<file path="src/rtl/dynode_pkg.sv">
// Shared definitions for the dynode integration pool.
// Contents:
//   eng_state_t  - integration engine state
//   DEF_*        - default widths and engine count
//   sat_clamp    - clamps a signed value into 0..max_value
package dynode_pkg;

    typedef enum logic [1:0] {
        ENG_IDLE,
        ENG_DELAY,
        ENG_INTEG,
        ENG_DONE
    } eng_state_t;

    localparam int unsigned DEF_ADC_W  = 8;
    localparam int unsigned DEF_BL_W   = 16;
    localparam int unsigned DEF_CNT_W  = 4;
    localparam int unsigned DEF_TIME_W = 24;
    localparam int unsigned DEF_NENG   = 2;
    localparam int unsigned DEF_SUM_W  = 12;
    localparam int unsigned DEF_DROP_W = 8;

    function automatic int unsigned sat_clamp(input int value, input int unsigned max_value);
        if (value < 0) begin
            return 0;
        end
        if (unsigned'(value) > max_value) begin
            return max_value;
        end
        return unsigned'(value);
    endfunction

endpackage

</file>
<file path="src/rtl/dynode_integ_engine.sv">
// One integration engine: waits the start delay, accumulates ADC and
// baseline samples, then holds the clamped energy until granted.
// Ports:
//   clk, reset_n      clock, async active-low reset
//   start             allocate this engine (only honoured while IDLE)
//   start_len/dly     integration length (0 -> 1) and start delay
//   start_time        event timestamp to carry with the result
//   stop              truncate an in-flight integration
//   adc, curval       current ADC sample and baseline (4 fraction bits)
//   grant             output register has taken the result
//   state             engine state
//   energy/ingcnt/evtime/trunc  held result
module dynode_integ_engine
    import dynode_pkg::*;
#(
    parameter int unsigned ADC_W  = DEF_ADC_W,
    parameter int unsigned BL_W   = DEF_BL_W,
    parameter int unsigned CNT_W  = DEF_CNT_W,
    parameter int unsigned TIME_W = DEF_TIME_W,
    parameter int unsigned SUM_W  = DEF_SUM_W
) (
    input  logic              clk,
    input  logic              reset_n,
    input  logic              start,
    input  logic [CNT_W-1:0]  start_len,
    input  logic [CNT_W-1:0]  start_dly,
    input  logic [TIME_W-1:0] start_time,
    input  logic              stop,
    input  logic [ADC_W-1:0]  adc,
    input  logic [BL_W-1:0]   curval,
    input  logic              grant,
    output eng_state_t        state,
    output logic [SUM_W-1:0]  energy,
    output logic [CNT_W-1:0]  ingcnt,
    output logic [TIME_W-1:0] evtime,
    output logic              trunc
);

    localparam int unsigned AW      = ADC_W + CNT_W;
    localparam int unsigned BW      = BL_W + CNT_W;
    localparam int unsigned SUM_MAX = (1 << SUM_W) - 1;

    logic [AW-1:0]    adc_acc;
    logic [BW-1:0]    bl_acc;
    logic [CNT_W-1:0] len;
    logic [CNT_W-1:0] dly;
    logic [CNT_W-1:0] taken;
    logic [SUM_W-1:0] cur_energy;

    always_comb begin
        cur_energy = SUM_W'(sat_clamp(int'(adc_acc) - int'(bl_acc >> 4), SUM_MAX));
    end

    always_ff @(posedge clk or negedge reset_n) begin
        if (!reset_n) begin
            state   <= ENG_IDLE;
            adc_acc <= '0;
            bl_acc  <= '0;
            len     <= '0;
            dly     <= '0;
            taken   <= '0;
            energy  <= '0;
            ingcnt  <= '0;
            evtime  <= '0;
            trunc   <= 1'b0;
        end else begin
            case (state)
                ENG_IDLE: begin
                    if (start) begin
                        evtime <= start_time;
                        len    <= (start_len == '0) ? CNT_W'(1) : start_len;
                        trunc  <= 1'b0;
                        // Zero delay: the sample present with the event is the first one.
                        if (start_dly == '0) begin
                            state   <= ENG_INTEG;
                            adc_acc <= AW'(adc);
                            bl_acc  <= BW'(curval);
                            taken   <= CNT_W'(1);
                        end else begin
                            state   <= ENG_DELAY;
                            dly     <= start_dly - 1'b1;
                            adc_acc <= '0;
                            bl_acc  <= '0;
                            taken   <= '0;
                        end
                    end
                end
                ENG_DELAY: begin
                    if (stop) begin
                        state  <= ENG_DONE;
                        energy <= '0;
                        ingcnt <= '0;
                        trunc  <= 1'b1;
                    end else if (dly == '0) begin
                        state   <= ENG_INTEG;
                        adc_acc <= AW'(adc);
                        bl_acc  <= BW'(curval);
                        taken   <= CNT_W'(1);
                    end else begin
                        dly <= dly - 1'b1;
                    end
                end
                ENG_INTEG: begin
                    // A full window completes normally even if a truncating event arrives now.
                    if (taken == len) begin
                        state  <= ENG_DONE;
                        energy <= cur_energy;
                        ingcnt <= taken;
                    end else if (stop) begin
                        state  <= ENG_DONE;
                        energy <= cur_energy;
                        ingcnt <= taken;
                        trunc  <= 1'b1;
                    end else begin
                        adc_acc <= adc_acc + AW'(adc);
                        bl_acc  <= bl_acc + BW'(curval);
                        taken   <= taken + 1'b1;
                    end
                end
                ENG_DONE: begin
                    if (grant) begin
                        state <= ENG_IDLE;
                    end
                end
                default: state <= ENG_IDLE;
            endcase
        end
    end

endmodule

</file>
<file path="src/rtl/dynode_integrate_pool.sv">
// Pool of NENG dynode energy integration engines with event allocation,
// drop counting, optional truncation and a round-robin output register.
// Ports:
//   clk, reset_n              clock, async active-low reset
//   integcount, startdly      per-event length (0 -> 1) and start delay
//   cfg_trunc                 new events cut short in-flight integrations
//   dyn_adcdly, dyn_curval    ADC sample and baseline (4 fraction bits)
//   dyn_event, evntim         event strobe and its timestamp
//   ene_valid, ene_ready      output handshake
//   dyn_energy, dyn_ingcnt, dyn_evntim, ene_trunc   result fields
//   drop_cnt                  saturating count of events with no idle engine
module dynode_integrate_pool
    import dynode_pkg::*;
#(
    parameter int unsigned ADC_W  = DEF_ADC_W,
    parameter int unsigned BL_W   = DEF_BL_W,
    parameter int unsigned CNT_W  = DEF_CNT_W,
    parameter int unsigned TIME_W = DEF_TIME_W,
    parameter int unsigned NENG   = DEF_NENG,
    parameter int unsigned SUM_W  = DEF_SUM_W,
    parameter int unsigned DROP_W = DEF_DROP_W
) (
    input  logic              clk,
    input  logic              reset_n,
    input  logic [CNT_W-1:0]  integcount,
    input  logic [CNT_W-1:0]  startdly,
    input  logic              cfg_trunc,
    input  logic [ADC_W-1:0]  dyn_adcdly,
    input  logic [BL_W-1:0]   dyn_curval,
    input  logic              dyn_event,
    input  logic [TIME_W-1:0] evntim,
    output logic              ene_valid,
    input  logic              ene_ready,
    output logic [SUM_W-1:0]  dyn_energy,
    output logic [CNT_W-1:0]  dyn_ingcnt,
    output logic [TIME_W-1:0] dyn_evntim,
    output logic              ene_trunc,
    output logic [DROP_W-1:0] drop_cnt
);

    localparam int unsigned PTR_W = (NENG > 1) ? $clog2(NENG) : 1;

    eng_state_t        eng_state  [NENG];
    logic [SUM_W-1:0]  eng_energy [NENG];
    logic [CNT_W-1:0]  eng_ingcnt [NENG];
    logic [TIME_W-1:0] eng_evtime [NENG];
    logic              eng_trunc  [NENG];

    logic [NENG-1:0]  start_sel;
    logic [NENG-1:0]  grant_sel;
    logic             any_idle;
    logic             stop;
    logic             load;
    logic             win_found;
    logic [PTR_W-1:0] win_idx;
    logic [PTR_W-1:0] rr_ptr;

    // Lowest-index IDLE engine takes the event.
    always_comb begin
        start_sel = '0;
        any_idle  = 1'b0;
        for (int unsigned i = 0; i < NENG; i++) begin
            if (!any_idle && eng_state[i] == ENG_IDLE) begin
                start_sel[i] = dyn_event;
                any_idle     = 1'b1;
            end
        end
    end

    assign stop = dyn_event && any_idle && cfg_trunc;
    assign load = !ene_valid || ene_ready;

    // Round robin: search rr_ptr..NENG-1 first, then wrap to 0..rr_ptr-1.
    always_comb begin
        win_found = 1'b0;
        win_idx   = '0;
        grant_sel = '0;
        for (int unsigned i = 0; i < NENG; i++) begin
            if (!win_found && i >= 32'(rr_ptr) && eng_state[i] == ENG_DONE) begin
                win_found = 1'b1;
                win_idx   = PTR_W'(i);
            end
        end
        for (int unsigned i = 0; i < NENG; i++) begin
            if (!win_found && i < 32'(rr_ptr) && eng_state[i] == ENG_DONE) begin
                win_found = 1'b1;
                win_idx   = PTR_W'(i);
            end
        end
        for (int unsigned i = 0; i < NENG; i++) begin
            grant_sel[i] = load && win_found && (32'(win_idx) == i);
        end
    end

    for (genvar g = 0; g < NENG; g++) begin : g_eng
        dynode_integ_engine #(
            .ADC_W (ADC_W),
            .BL_W  (BL_W),
            .CNT_W (CNT_W),
            .TIME_W(TIME_W),
            .SUM_W (SUM_W)
        ) u_eng (
            .clk       (clk),
            .reset_n   (reset_n),
            .start     (start_sel[g]),
            .start_len (integcount),
            .start_dly (startdly),
            .start_time(evntim),
            .stop      (stop),
            .adc       (dyn_adcdly),
            .curval    (dyn_curval),
            .grant     (grant_sel[g]),
            .state     (eng_state[g]),
            .energy    (eng_energy[g]),
            .ingcnt    (eng_ingcnt[g]),
            .evtime    (eng_evtime[g]),
            .trunc     (eng_trunc[g])
        );
    end

    always_ff @(posedge clk or negedge reset_n) begin
        if (!reset_n) begin
            ene_valid  <= 1'b0;
            dyn_energy <= '0;
            dyn_ingcnt <= '0;
            dyn_evntim <= '0;
            ene_trunc  <= 1'b0;
            drop_cnt   <= '0;
            rr_ptr     <= '0;
        end else begin
            if (dyn_event && !any_idle && drop_cnt != '1) begin
                drop_cnt <= drop_cnt + 1'b1;
            end
            if (load) begin
                if (win_found) begin
                    ene_valid  <= 1'b1;
                    dyn_energy <= eng_energy[win_idx];
                    dyn_ingcnt <= eng_ingcnt[win_idx];
                    dyn_evntim <= eng_evtime[win_idx];
                    ene_trunc  <= eng_trunc[win_idx];
                    rr_ptr     <= (32'(win_idx) + 1 >= NENG) ? '0 : win_idx + 1'b1;
                end else begin
                    ene_valid <= 1'b0;
                end
            end
        end
    end

endmodule

</file>
<file path="config.mk">
export PLATFORM = sky130hd
export DESIGN_NAME = dynode_integrate_pool
export DESIGN_NICKNAME = d
export VERILOG_FILES = /design/src/rtl/dynode_pkg.sv /design/src/rtl/dynode_integ_engine.sv /design/src/rtl/dynode_integrate_pool.sv
export SDC_FILE = /design/constraint.sdc
export NUM_CORES = 1
export LEC_CHECK = 0
export CAP_MARGIN = 0
export CELL_PAD_IN_SITES_DETAIL_PLACEMENT = 1
export CELL_PAD_IN_SITES_GLOBAL_PLACEMENT = 2
export CORE_ASPECT_RATIO = 1.25
export CORE_MARGIN = 2
export CORE_UTILIZATION = 39
export CTS_BUF_LIST = sky130_fd_sc_hd__clkbuf_8
export DETAILED_ROUTE_END_ITERATION = 8
export HOLD_SLACK_MARGIN = 0.1
export PLACE_DENSITY = 0.93
export SETUP_SLACK_MARGIN = 0.4
export SLEW_MARGIN = 10
export SYNTH_ARGS = -nofsm -noshare
export SYNTH_HDL_FRONTEND = slang
export SYNTH_HIERARCHICAL = 1
export SYNTH_SLANG_ARGS = --single-unit
</file>
<file path="constraint.sdc">
create_clock -name clk -period 3.2 [get_ports clk]
set_input_delay 0.32 -clock clk [delete_from_list [all_inputs] [get_ports clk]]
set_output_delay 0.32 -clock clk [all_outputs]
set_load 0.005 [all_outputs]
</file>
==> results by group <==
Finish
  – Number of antenna diodes: 0
  – Footprint of the multi-input gates: 0.00829 sq mm
  – Layout Utilization: 0.470
  – Fillcell total: 4158
  – Number of standard cells in the final layout excluding fillers: 2152
  – NumNets Final: 1797
  – Layout cells sized above 1: 0.146
  – Area growth from synthesis to final layout: 18.3%
  – FF/Latch Area: 0.00564 sq mm
  – Final instance area: 0.0171 sq mm

Global routing
  – Overall fraction of global-route tracks in use: 0.236
  – Maximum number of pins on one net before global-route repair: 94
  – Via count of the first global-routing pass: 13400
  – GRT overflow: 0
  – First-pass GRT wire length: 72800 um
  – Antenna violations before repair: 0

Floorplan
  – Initial standard-cell utilization of the core: 0.397
  – Die H: 219 um
  – Die X: 176 um
  – Count of boundary I/O pins: 111
  – Core Area: 0.0364 sq mm
  – Die area: 0.0386 sq mm
  – Cell row count: 78

Clocking
  – Number of sinks handled by clock tree synthesis: 225
  – TritonCTS clock tree: built
  – Number of H-tree levels: 2
  – Maximum buffer depth of the clock tree: 3
  – Root buffer selected by CTS: clkbuf_8
  – TritonCTS Buffers: 41
  – Clock-pin slew of the registers on the worst-case setup and hold paths: 60 ps
  – Clk Latency, worst-skew pair: 580 ps

Timing
  – Achievable Freq: 372 MHz
  – Slew margin rel.: 0.300
  – Max-slew violation count: 0
  – Share of the clock period used by the worst path after layout: 0.839
  – Post-route worst hold slack: 362 ps
  – Total count of hold-check failures in the final report: 0
  – Post-route setup TNS: 0 ps
  – Worst slew pin tran: 1040 ps
  – Clock period minus final worst setup slack: 2690 ps
  – Final setup viols: 0
  – Setup repair after global routing missed its margin: yes
  – Worst Clk Skew: 22.5 ps

Detailed routing
  – Post-Route WL: 45500 um
  – Initial drt markers: 643
  – Number of nets with antenna violations after detailed routing: 0
  – Average routed wire per standard cell: 21.2 um
  – DRC violations left: 0
  – Router iterations before antenna repair: 5
  – Vias per cell: 5.93
  – Count of vias placed by the detailed router: 12800

Synthesis
  – Number of synthesized flops with an enable pin: 0
  – Count of cell types in the netlist: 71
  – Post-synth design cell area: 0.0145 sq mm
  – Net count after synthesis: 1684
  – Post-synthesis cell count: 1526
  – Dominant register cell in the synthesized netlist: dfrtp_1
  – Yosys warning total: 6
  – Seq/Total Area, Yosys: 0.389
  – Avg Inst Size Synth: 9.48 sq um
  – Number of storage elements in the synthesis netlist: 225
  – Post-synth ARST share: 1.00

Setup path
  – End point of the critical path: g_eng[1].u_eng/adc_acc[11]
  – Class of the most critical setup path: reg2reg
  – Ordered cell list for the critical path: inv_1 > ha_1 > nor2b_1 > or4b_4 > a21oi_2 > nand2_2 > or4_1 > nand3_1
  – Origin of the worst setup path: g_eng[1].u_eng/state[0]
  – Slowest cell on crit path: dfrtp_4
  – Worst Path Arrival: 3200 ps
  – Required time at the worst-slack endpoint: 3710 ps
  – R2r setup slk: 510 ps
  – Crit path launch type: register
  – RR Endpoint: g_eng[1].u_eng/adc_acc[11]
  – Logic depth of the worst register-to-register path: 8
  – Largest driver fanout on the critical path: 16
  – Kind of end point of the critical path: register
  – Critical path's largest stage delay: 550 ps
  – Launch instance of the worst register-to-register path: g_eng[1].u_eng/state[0]

Placed design
  – Hpwl dp: 33300 um
  – Total cell area at the placement stage: 0.0162 sq mm
  – Port Buffer Count: 110
  – Number of placed cells counting well taps: 2074
  – Final RePlAce weighted congestion: 0.890

Outcome
  – Outcome: completed

Power
  – Total power per unit cell area: 1150 mW/mm^2
  – Worst voltage drop across the vdd grid: 0.000498 V
  – Pleak: 7.27 nW

Min path
  – Min-Delay Path Class: in2async

Job
  – Max Cap Violations: 0
stage by stage:
stage               worst slack, ps  power, W
detailed placement              117    0.0165
finish                          515    0.0196
global placement                126    0.0160
floorplan                       454    0.0130
CTS                             404    0.0196
global route                    387    0.0212
timing repair:
| item | in CTS | in global routing |
|---|---|---|
| hold buffers | 1 | 0 |
| endpoints found under the setup margin | 41 | 53 |
| buffers inserted | 0 | 1 |
| hold endpoints to repair | 89 | 0 |
| resized for setup | 5 | 11 |
flip-flops by register name, summed over array words and instances, names as in the netlist:
signal / flops
g_eng.u_eng/adc_acc: 24
g_eng.u_eng/energy: 24
g_eng.u_eng/dly: 8
g_eng.u_eng/evtime: 48
drop_cnt: 8
ene_trunc: 1
g_eng.u_eng/state: 4
dyn_ingcnt: 4
g_eng.u_eng/taken: 8
rr_ptr: 1
g_eng.u_eng/bl_acc: 40
g_eng.u_eng/trunc: 2
g_eng.u_eng/len: 8
g_eng.u_eng/ingcnt: 8
dyn_energy: 12
ene_valid: 1
dyn_evntim: 24
worst max-delay path: cells and delay by family, from the launching register on:
family	cells	cell delay, ps
AOI/OAI and AO/OA	1	170
adders and majority gates	1	260
buffers and inverters	1	120
DFF	1	550
and+or+nand+nor	5	1530
layout by cell type, fill, tap and decap left out, drive strengths merged, types with 19 or more instances in the layout:
cell type	Yosys	routed
a21o	30	30
a21oi	132	132
a221oi	32	32
a31oi	50	50
buf	26	50
clkbuf	64	51
clkdlybuf4s50	0	109
dfrtp	225	225
ha	91	91
inv	48	63
mux2	66	66
mux2i	20	20
nand2	118	118
nand2b	19	19
nand3	36	36
nand4	57	57
nor2	102	102
nor3	22	22
o21a	21	21
o21ai	124	124
xnor2	39	39
area by class of cell:
| class | count | share of cell area |
|---|---|---|
| inverter | 48 | 0.0105 |
| multi-input combinational | 1163 | 0.485 |
| timing repair buffer | 160 | 0.0890 |
| sequential | 225 | 0.330 |
| clock buffer | 51 | 0.0410 |
| tap | 480 | 0.0351 |
| clock inverter | 25 | 0.00988 |
cell families (layout without fill, tap and decap cells):
logic type,after synthesis,after routing,synth area share
flops,225,225,0.389
buf+inv,138,284,0.0411
fa+ha+maj,97,97,0.0870
mux,86,86,0.0652
compound gates,507,507,0.243
simple gates,428,428,0.147
xor+xnor,45,45,0.0273
cell usage after synthesis, types with 5 or more instances:
cell type / number / area share
a211o_1: 12 / 0.0073
a211oi_1: 12 / 0.0062
a21o_1: 30 / 0.016
a21oi_1: 130 / 0.045
a221oi_1: 32 / 0.019
a22oi_1: 6 / 0.0031
a311o_1: 6 / 0.0042
a31oi_1: 10 / 0.0043
a31oi_2: 40 / 0.035
and2_1: 7 / 0.0030
and3_1: 14 / 0.0061
buf_2: 13 / 0.0045
buf_6: 7 / 0.0055
clkbuf_1: 64 / 0.017
dfrtp_1: 225 / 0.39
fa_1: 6 / 0.0083
ha_1: 91 / 0.079
inv_1: 48 / 0.012
mux2_1: 6 / 0.0047
mux2_2: 60 / 0.047
mux2i_1: 20 / 0.014
nand2_1: 116 / 0.030
nand2b_1: 19 / 0.0082
nand3_1: 36 / 0.012
nand4_1: 57 / 0.025
nor2_1: 102 / 0.026
nor2b_1: 10 / 0.0043
nor3_1: 22 / 0.0076
nor4_1: 5 / 0.0022
nor4b_1: 5 / 0.0030
o2111ai_1: 8 / 0.0048
o211ai_1: 14 / 0.0073
o21a_1: 21 / 0.011
o21ai_0: 120 / 0.042
o221ai_1: 5 / 0.0030
o31ai_1: 8 / 0.0042
or3_1: 8 / 0.0035
or4_1: 8 / 0.0042
xnor2_1: 39 / 0.024
xor2_1: 6 / 0.0036
worst min-delay path by stage:
stage                                 to  slack [ps]
2_1_floorplan                drop_cnt[0]          20
3_3_place_gp   g_eng[0].u_eng/evtime[18]         420
3_5_place_dp              dyn_evntim[13]         420
4_1_cts         g_eng[0].u_eng/evtime[5]         360
5_1_grt        g_eng[0].u_eng/evtime[19]         370
6_report                  dyn_evntim[19]         360
report_power, final:
group	total [W]	internal (W)	switching, W	leakage (nW)
clock network	0.00293	0.00161	0.00131	0.506
logic	0.0116	0.00491	0.00669	3.96
registers	0.00509	0.00415	0.000942	2.81
metal layers:
metal | share of wire | wire length [um] | track usage
met1 | 0.42 | 19100 | 0.289
met2 | 0.50 | 22800 | 0.421
met3 | 0.042 | 1910 | 0.0296
met4 | 0.036 | 1650 | 0.0912
met5 | 0 | 0 | 0
Power figures use the tool's default switching activity.
